==> src/rtl/serial_load_if.sv <==
// Bundle between the serial load sequencer and its environment: loader pins,
// shift register hookup and the word valid/ready handshake.
interface serial_load_if #(
    parameter int WORD_W = 16
);

    logic              start_i;
    logic              abort_i;
    logic              bit_stb_i;
    logic              sdata_i;
    logic              sr_en_o;
    logic              sr_in_o;
    logic [WORD_W-1:0] sr_q_i;
    logic [WORD_W-1:0] word_o;
    logic              valid_o;
    logic              ready_i;
    logic              busy_o;
    logic              overrun_o;
    logic              clr_ovr_i;
    logic              par_err_o;

    // slave is the sequencer itself; master is the loader/register/consumer side
    modport slave (
        input  start_i, abort_i, bit_stb_i, sdata_i, sr_q_i, ready_i, clr_ovr_i,
        output sr_en_o, sr_in_o, word_o, valid_o, busy_o, overrun_o, par_err_o
    );

    modport master (
        output start_i, abort_i, bit_stb_i, sdata_i, sr_q_i, ready_i, clr_ovr_i,
        input  sr_en_o, sr_in_o, word_o, valid_o, busy_o, overrun_o, par_err_o
    );

endinterface

==> src/rtl/serial_load_ctrl.sv <==
// Frames a serial MSB-first bitstream into WORD_W-bit words via an external SIPO
// register and hands words out over valid/ready. Define SERIAL_LOAD_PARITY_EN for even parity.
module serial_load_ctrl #(
    parameter int WORD_W = 16,
    parameter int CNT_W  = 5
) (
    input  logic         clk,
    input  logic         resetb,
    serial_load_if.slave bus
);

    typedef enum logic [1:0] {
        IDLE    = 2'd0,
        SHIFT   = 2'd1,
        PARITY  = 2'd2,
        CAPTURE = 2'd3
    } state_t;

    localparam logic [CNT_W-1:0] LAST_BIT = CNT_W'(WORD_W - 1);

    state_t            state;
    logic [CNT_W-1:0]  count;
    logic [WORD_W-1:0] word_q;
    logic              valid_q;
    logic              busy_q;
    logic              overrun_q;
    logic              accept;
    logic              can_load;

    assign accept   = valid_q && bus.ready_i;
    assign can_load = !valid_q || accept;

    // Shift enable stays combinational so the register sees the strobe in the same cycle.
    assign bus.sr_en_o   = (state == SHIFT) && bus.bit_stb_i;
    assign bus.sr_in_o   = bus.sdata_i;
    assign bus.word_o    = word_q;
    assign bus.valid_o   = valid_q;
    assign bus.busy_o    = busy_q;
    assign bus.overrun_o = overrun_q;

`ifdef SERIAL_LOAD_PARITY_EN
    logic par_err_q;
    assign bus.par_err_o = par_err_q;
`else
    assign bus.par_err_o = 1'b0;
`endif

    always_ff @(posedge clk or negedge resetb) begin
        if (!resetb) begin
            state     <= IDLE;
            count     <= '0;
            word_q    <= '0;
            valid_q   <= 1'b0;
            busy_q    <= 1'b0;
            overrun_q <= 1'b0;
`ifdef SERIAL_LOAD_PARITY_EN
            par_err_q <= 1'b0;
`endif
        end else begin
`ifdef SERIAL_LOAD_PARITY_EN
            par_err_q <= 1'b0;
`endif
            // Later assignments below override these when a capture lands in the same cycle.
            if (accept) begin
                valid_q <= 1'b0;
            end
            if (bus.clr_ovr_i) begin
                overrun_q <= 1'b0;
            end

            case (state)
                IDLE: begin
                    if (bus.start_i) begin
                        state  <= SHIFT;
                        count  <= '0;
                        busy_q <= 1'b1;
                    end
                end

                SHIFT: begin
                    if (bus.abort_i) begin
                        state  <= IDLE;
                        count  <= '0;
                        busy_q <= 1'b0;
                    end else if (bus.bit_stb_i) begin
                        if (count == LAST_BIT) begin
                            count <= '0;
`ifdef SERIAL_LOAD_PARITY_EN
                            state <= PARITY;
`else
                            state <= CAPTURE;
`endif
                        end else begin
                            count <= count + CNT_W'(1);
                        end
                    end
                end

`ifdef SERIAL_LOAD_PARITY_EN
                PARITY: begin
                    if (bus.abort_i) begin
                        state  <= IDLE;
                        count  <= '0;
                        busy_q <= 1'b0;
                    end else if (bus.bit_stb_i) begin
                        // Even parity: data ones plus the parity bit must sum to even.
                        if ((^bus.sr_q_i) == bus.sdata_i) begin
                            state <= CAPTURE;
                        end else begin
                            state     <= IDLE;
                            busy_q    <= 1'b0;
                            par_err_q <= 1'b1;
                        end
                    end
                end
`endif

                CAPTURE: begin
                    state  <= IDLE;
                    count  <= '0;
                    busy_q <= 1'b0;
                    if (!bus.abort_i) begin
                        if (can_load) begin
                            word_q  <= bus.sr_q_i;
                            valid_q <= 1'b1;
                        end else begin
                            overrun_q <= 1'b1;
                        end
                    end
                end

                default: begin
                    state  <= IDLE;
                    count  <= '0;
                    busy_q <= 1'b0;
                end
            endcase
        end
    end

endmodule
==> src/flat_wrapper.sv <==
// flat-port wrapper written by rule: the top's interface ports become plain ports
module serial_load_ctrl_flat 
#(
    parameter int WORD_W = 16,
    parameter int CNT_W  = 5
)
  (clk, resetb, bus_start_i, bus_abort_i, bus_bit_stb_i, bus_sdata_i, bus_sr_q_i, bus_ready_i, bus_clr_ovr_i, bus_sr_en_o, bus_sr_in_o, bus_word_o, bus_valid_o, bus_busy_o, bus_overrun_o, bus_par_err_o);
  serial_load_if #(.WORD_W(WORD_W)) bus_i ();
  input  logic clk;
  input  logic resetb;
  input wire logic [$bits(bus_i.start_i)-1:0] bus_start_i;
  input wire logic [$bits(bus_i.abort_i)-1:0] bus_abort_i;
  input wire logic [$bits(bus_i.bit_stb_i)-1:0] bus_bit_stb_i;
  input wire logic [$bits(bus_i.sdata_i)-1:0] bus_sdata_i;
  input wire logic [$bits(bus_i.sr_q_i)-1:0] bus_sr_q_i;
  input wire logic [$bits(bus_i.ready_i)-1:0] bus_ready_i;
  input wire logic [$bits(bus_i.clr_ovr_i)-1:0] bus_clr_ovr_i;
  output wire logic [$bits(bus_i.sr_en_o)-1:0] bus_sr_en_o;
  output wire logic [$bits(bus_i.sr_in_o)-1:0] bus_sr_in_o;
  output wire logic [$bits(bus_i.word_o)-1:0] bus_word_o;
  output wire logic [$bits(bus_i.valid_o)-1:0] bus_valid_o;
  output wire logic [$bits(bus_i.busy_o)-1:0] bus_busy_o;
  output wire logic [$bits(bus_i.overrun_o)-1:0] bus_overrun_o;
  output wire logic [$bits(bus_i.par_err_o)-1:0] bus_par_err_o;
  assign bus_i.start_i = bus_start_i;
  assign bus_i.abort_i = bus_abort_i;
  assign bus_i.bit_stb_i = bus_bit_stb_i;
  assign bus_i.sdata_i = bus_sdata_i;
  assign bus_i.sr_q_i = bus_sr_q_i;
  assign bus_i.ready_i = bus_ready_i;
  assign bus_i.clr_ovr_i = bus_clr_ovr_i;
  assign bus_sr_en_o = bus_i.sr_en_o;
  assign bus_sr_in_o = bus_i.sr_in_o;
  assign bus_word_o = bus_i.word_o;
  assign bus_valid_o = bus_i.valid_o;
  assign bus_busy_o = bus_i.busy_o;
  assign bus_overrun_o = bus_i.overrun_o;
  assign bus_par_err_o = bus_i.par_err_o;
  serial_load_ctrl #(.WORD_W(WORD_W), .CNT_W(CNT_W)) u_core (.clk(clk), .resetb(resetb), .bus(bus_i));
endmodule
==> config.mk <==
export PLATFORM = sky130hd
export DESIGN_NAME = serial_load_ctrl_flat
export DESIGN_NICKNAME = d
export VERILOG_FILES = /design/src/rtl/serial_load_if.sv /design/src/rtl/serial_load_ctrl.sv /design/src/flat_wrapper.sv
export SDC_FILE = /design/constraint.sdc
export NUM_CORES = 1
export LEC_CHECK = 0
export ABC_AREA = 1
export BUFFER_PORTS_ARGS = -buffer_cell sky130_fd_sc_hd__buf_2
export CAP_MARGIN = 20
export CELL_PAD_IN_SITES_DETAIL_PLACEMENT = 1
export CELL_PAD_IN_SITES_GLOBAL_PLACEMENT = 1
export CORE_MARGIN = 4
export CORE_UTILIZATION = 36
export CTS_CLUSTER_SIZE = 16
export DETAILED_ROUTE_END_ITERATION = 6
export HOLD_SLACK_MARGIN = 0.06
export PLACE_DENSITY_LB_ADDON = 0.1
export SLEW_MARGIN = 0
export SYNTH_ARGS = -nofsm -noshare
export SYNTH_HDL_FRONTEND = slang
export SYNTH_SLANG_ARGS = --single-unit
==> constraint.sdc <==
create_clock -name clk -period 1.2 [get_ports clk]
set_input_delay 0.06 -clock clk [delete_from_list [all_inputs] [get_ports clk]]
set_output_delay 0.06 -clock clk [all_outputs]
set_load 0.05 [all_outputs]
Word level (Yosys, flattened, before mapping)
Index checks and enable logic that the tools add are counted.
- muxes and demuxes: 21
- reduce and logical (&&, ||, !) cells: 9
- bitwise operators: 1
- equal/unequal tests: 7
- $add $sub $neg: 1
- operators with widths (cell ; number):
    2-to-1 mux 5 bit ; 4
    2-to-1 mux 1 bit ; 10
    one-hot mux 5 bit (2 select lines) ; 1
    2-to-1 mux 2 bit ; 4
    != test 3 bit, second input constant ; 2
    AND reduction 3 bit ; 2
    adder 5 x 1 -> 5 bit, second input constant ; 1
    equality test 5 x 4 -> 1 bit, second input constant ; 1
    != test 2 bit, second input constant ; 2
    one-hot mux 2 bit (2 select lines) ; 1
    AND reduction 2 bit ; 2
    equality test 2 x 1 -> 1 bit, second input constant ; 1
    equality test 2 bit, second input constant ; 1
    logical AND 1 bit ; 2
    logical NOT 2 bit ; 1
    one-hot mux 1 bit (2 select lines) ; 1
    logical NOT 1 bit ; 1
    logical OR 1 bit ; 1
    NOT 1 bit ; 1
- flip-flop bits (word level): 26
- input port bits: 24
- word-level logic and storage cells: 45

Logic depth before layout (Yosys ltp)
- depth after elaboration: 5
- mapped depth: 7
- depth with buffers taken out: 7

Worst setup path before layout
OpenSTA, ideal clock, no wires.
- path kind: register to register
- start: register u_core.valid_q, in the netlist u_core.bus.valid_o
- end: register u_core.word_q[0], in the netlist u_core.bus.word_o[0]
- stages on the path, launching flop included: 6
- arrival time: 1.170 ns
- slack: -0.089 ns
- data required time: 1.081 ns
- period minus slack after synthesis: 1.289 ns
- cell sequence: dfrtp_1 -> nand2_1 -> nand4_4 -> buf_6 -> nand2_2 -> o21ai_2
- cells in the longest elaborated chain, start to end: 3
- elaborated cells on any way between the ends: 4
- those cells by class: 4 x reduce/logical
- RTL lines (what ; RTL line ; text):
    from (decl) ; serial_load_ctrl.sv:24 ; logic valid_q;
    from (signal assigned) ; serial_load_ctrl.sv:53 ; valid_q <= 1'b0;
    from (signal assigned) ; serial_load_ctrl.sv:65 ; valid_q <= 1'b0;
    from (signal assigned) ; serial_load_ctrl.sv:125 ; valid_q <= 1'b1;
    logical NOT 1 bit or logical AND 1 bit (tied branches) ; serial_load_ctrl.sv:31, serial_load_ctrl.sv:30 ;
    logical OR 1 bit (*) ; serial_load_ctrl.sv:31 ; assign can_load = !valid_q || accept;
    AND reduction 3 bit (no source line) (*) ; n/a ;
    to (signal assigned) ; serial_load_ctrl.sv:124 ; word_q <= bus.sr_q_i;
    to (decl) ; serial_load_ctrl.sv:23 ; logic [WORD_W-1:0] word_q;
Every way passes the cells marked *; elsewhere a longest branch is shown, timed or not.
A chain may end at the register's enable or synchronous reset.

Worst setup path in the final report
- start: register u_core.state[1]
- end: output bus_sr_en_o
- cells in the longest elaborated chain, start to end: 2
- RTL lines (what ; RTL line ; text):
    from (decl) ; serial_load_ctrl.sv:21 ; state_t state;
    from (signal assigned) ; serial_load_ctrl.sv:50 ; state <= IDLE;
    from (signal assigned) ; serial_load_ctrl.sv:74 ; state <= SHIFT;
    from (signal assigned) ; serial_load_ctrl.sv:82 ; state <= IDLE;
    equality test 2 x 1 -> 1 bit ; serial_load_ctrl.sv:34 ; assign bus.sr_en_o = (state == SHIFT) && bus.bit_stb_i;
    logical AND 1 bit ; serial_load_ctrl.sv:34 ;
    to (decl) ; flat_wrapper.sv:18 ; output wire logic [$bits(bus_i.sr_en_o)-1:0] bus_sr_en_o;
No other way between the ends.

==> reports/qor.txt <==
Result of the run - finished, violations left
Violations in the final reports - negative setup slack
Port Buffers - 42
Final Wtd Congestion - 0.796
Maximum root-to-sink buffer count - 2
Initial Util - 38.4%
Maximum level of the CTS H-tree - 1
Post-synth top area cell - sky130_fd_sc_hd__dfrtp_1
Layout cells sized above 1 - 50.5%
Final Hold Fails - 0
Total congestion overflow - 0
Filler instances - 401
Wire length of the first global-routing pass - 5040 µm
HPWL Detailed - 2120 µm
Average via count per standard cell - 4.51
Number of top-level pins - 46
Launching element type of the critical path - register
Power Internal - 0.00126 W
Area share of the largest cell type after synthesis - 49.6%
Final Total Pwr - 0.00176 W
Number of buffers inserted during clock tree synthesis - 3
Post-synthesis instance area - 1310 µm²
Synth Net Count - 163
Endpoint type of the worst setup path - primary output
FMAX - 829 MHz
Vias in the first global route - 1130
Total detailed-routing wirelength - 3240 µm
Yosys warning count - 0
Number of antenna violations at the first check in global routing - 0
Post-route core utilization - 55.1%
Buffer type at the clock tree root - sky130_fd_sc_hd__clkbuf_4
Unrepaired setup endpoints after global routing - true
Count of maximum capacitance violations - 0
Arrival time at the worst endpoint - 1150 ps
Actual slew at the worst max-slew pin - 589 ps
WL/cell - 12.9 µm
Worst vdd ir - 0.359 mV
Critical setup path kind - register to primary output
Flops & latches, synth - 26
Worst hold margin - 72.8 ps
Biggest fanout along the worst timing path - 2
Drt pass-1 iters - 4
Die extent in x - 68.4 µm
Area occupied by multi-input gates - 526 µm²
Power density of the placed cells - 937 nW/µm²
Power share of the sequential group - 51.9%
Final nets - 232
TritonCTS clock tree - done
Clock power share - 25.1%
Initial DRC count - 38
Highest-count cells in the layout ignoring fill and taps - sky130_fd_sc_hd__buf_2 (41), sky130_fd_sc_hd__inv_1 (25), sky130_fd_sc_hd__dfrtp_1 (23)
Worst endpoint required time - 1140 ps
Final cell area excluding filler cells - 1880 µm²
LEAKAGE - 1.04 nW
Height of the die - 68.4 µm
Antenna cells - 0
Pin count of the biggest net entering global routing - 33
Number of vias after detailed routing - 1137
Part of the Yosys area used for sequential elements - 49.6%
Post-Syn Instances - 138
Routed Antenna Nets - 0
Overall fraction of global-route tracks in use - 14.2%
Max-slew violation total from the final report - 0
Die Area - 4670 µm²
PnR worst setup slack - -6.65 ps
Clock skew - 1.74 ps
Clock sink count - 26
Min-delay worst type - input pin to register
Mean instance size in the synthesized netlist - 9.50 µm²
Final TNS setup - -6.65 ps
Period utilisation layout - 101%
Combinational power share - 23.0%
Finish-stage setup viols - 1
Commonest non-fill, non-tap cell in the layout - sky130_fd_sc_hd__buf_2
Final critical path time including I/O delays and setup - 1210 ps
Placed standard-cell area - 1570 µm²
Clock-pin slew of the registers on the worst-case setup and hold paths - 140 ps
Remaining max-slew budget at the tightest pin - 60.8%
Clock latency on the worst-skew pair - 310 ps
Leading cell types by total area after synthesis - sky130_fd_sc_hd__dfrtp_1 (50%), sky130_fd_sc_hd__o21ai_2 (11%), sky130_fd_sc_hd__nand2_2 (8.1%)
Reg area - 654 µm²
Net Sw Power - 0.000504 W
Fraction of power spent switching nets - 28.6%
Distinct cell type count after synthesis - 22
Remaining routing DRC violations - 0
Placement row count - 21
Core Area - 3420 µm²
Area growth from synthesis to final layout - 43.4%
==> through the flow <==
stage               instances  worst slack, ps
finish                    252            -6.65
global route              252            -95.6
CTS                       250             4.38
detailed placement        224             49.3
global placement          224              100
floorplan                 138             5.66
==> synth_stat cells <==
cell and number:
sky130_fd_sc_hd__dfrtp_1 26, sky130_fd_sc_hd__inv_1 26, sky130_fd_sc_hd__nand2_1 21, sky130_fd_sc_hd__nand2_2 17
sky130_fd_sc_hd__o21ai_2 17, sky130_fd_sc_hd__nand3_1 4, sky130_fd_sc_hd__nor2_1 4, sky130_fd_sc_hd__buf_6 3
sky130_fd_sc_hd__nand4_1 3, sky130_fd_sc_hd__a21oi_2 2, sky130_fd_sc_hd__buf_4 2, sky130_fd_sc_hd__nand2_4 2
sky130_fd_sc_hd__nor2_2 2, sky130_fd_sc_hd__clkinv_2 1, sky130_fd_sc_hd__conb_1 1, sky130_fd_sc_hd__ha_1 1
sky130_fd_sc_hd__inv_2 1, sky130_fd_sc_hd__nand4_4 1, sky130_fd_sc_hd__nor2_4 1, sky130_fd_sc_hd__nor3_1 1
sky130_fd_sc_hd__o21ai_1 1, sky130_fd_sc_hd__o22ai_1 1
==> metal layers <==
metal | global-route usage [%] | vias up | part of all wire (%) | wire length, µm
li1 | - | 556 | - | -
met1 | 17.4 | 554 | 39 | 1270
met2 | 25.5 | 25 | 55 | 1780
met3 | 2.79 | 2 | 5.5 | 177
met4 | 2.98 | 0 | 0.46 | 15
met5 | 0 | - | 0 | 0
==> final timing paths <==
check	start	end	slack [ps]	depth (start not counted)
worst max register to register	u_core.count[1]$_DFFE_PN0P_	u_core.count[3]$_DFFE_PN0P_	10	6
max in group asynchronous	resetb	u_core.bus.valid_o$_DFF_PN0_	530	2
worst max-delay path	u_core.state[1]$_DFFE_PN0P_	bus_sr_en_o	-7	4
worst min register to register	u_core.bus.word_o[7]$_DFFE_PN0P_	u_core.bus.word_o[7]$_DFFE_PN0P_	500	2
min in group asynchronous	resetb	u_core.bus.overrun_o$_DFF_PN0_	260	2
worst min-delay path	bus_ready_i	u_core.bus.valid_o$_DFF_PN0_	70	4
==> kinds of logic (layout without fill, tap and decap cells) <==
kind of cell / Yosys count / count (layout) / share of synthesized area (%)
simple gates: 56 / 56 / 23.8
flops: 26 / 26 / 49.6
compound gates: 21 / 21 / 13.5
buf+inv: 33 / 101 / 11.8
fa+ha+maj: 1 / 1 / 0.954
other cells: 1 / 1 / 0.286
==> power groups by stage <==
stage                     logic, W  clock network [W]  registers, W
after floorplan           0.000163                  0      0.000970
after global placement    0.000279                  0      0.000935
after detailed placement  0.000289                  0      0.000938
after CTS                 0.000369           0.000475      0.000920
after global routing      0.000448           0.000498      0.000920
final                     0.000405           0.000442      0.000915
==> layout make-up <==
class | instances | share of cell area (%)
Clock buffer | 4 | 1.93
Inverter | 28 | 5.66
Multi-Input combinational cell | 79 | 27.9
Sequential cell | 26 | 34.8
Tap cell | 46 | 3.06
Timing Repair Buffer | 69 | 26.6
==> critical path, cell delays in order, from the launching register on <==
cell and delay (ps):
sky130_fd_sc_hd__dfrtp_2 450, sky130_fd_sc_hd__inv_2 60, sky130_fd_sc_hd__nand2_2 60, sky130_fd_sc_hd__nor2_4 120, sky130_fd_sc_hd__buf_8 150
==> registers in the layout, summed over array words and instances (netlist names) <==
| register | cells |
|---|---|
| u_core.bus.overrun_o | 1 |
| u_core.bus.busy_o | 1 |
| u_core.bus.word_o | 16 |
| u_core.state | 2 |
| u_core.bus.valid_o | 1 |
| u_core.count | 5 |
==> timing repair <==
action | 4_1_cts | 5_1_grt
setup buffers | 3 | 1
resized for setup | 4 | 6
setup endpoints to repair | 1 | 12
gates cloned | 0 | 1
pin swaps | 0 | 4
hold buffers | 19 | 0
hold endpoints to repair | 45 | 0
No activity file was read; power rests on OpenSTA's default activity.
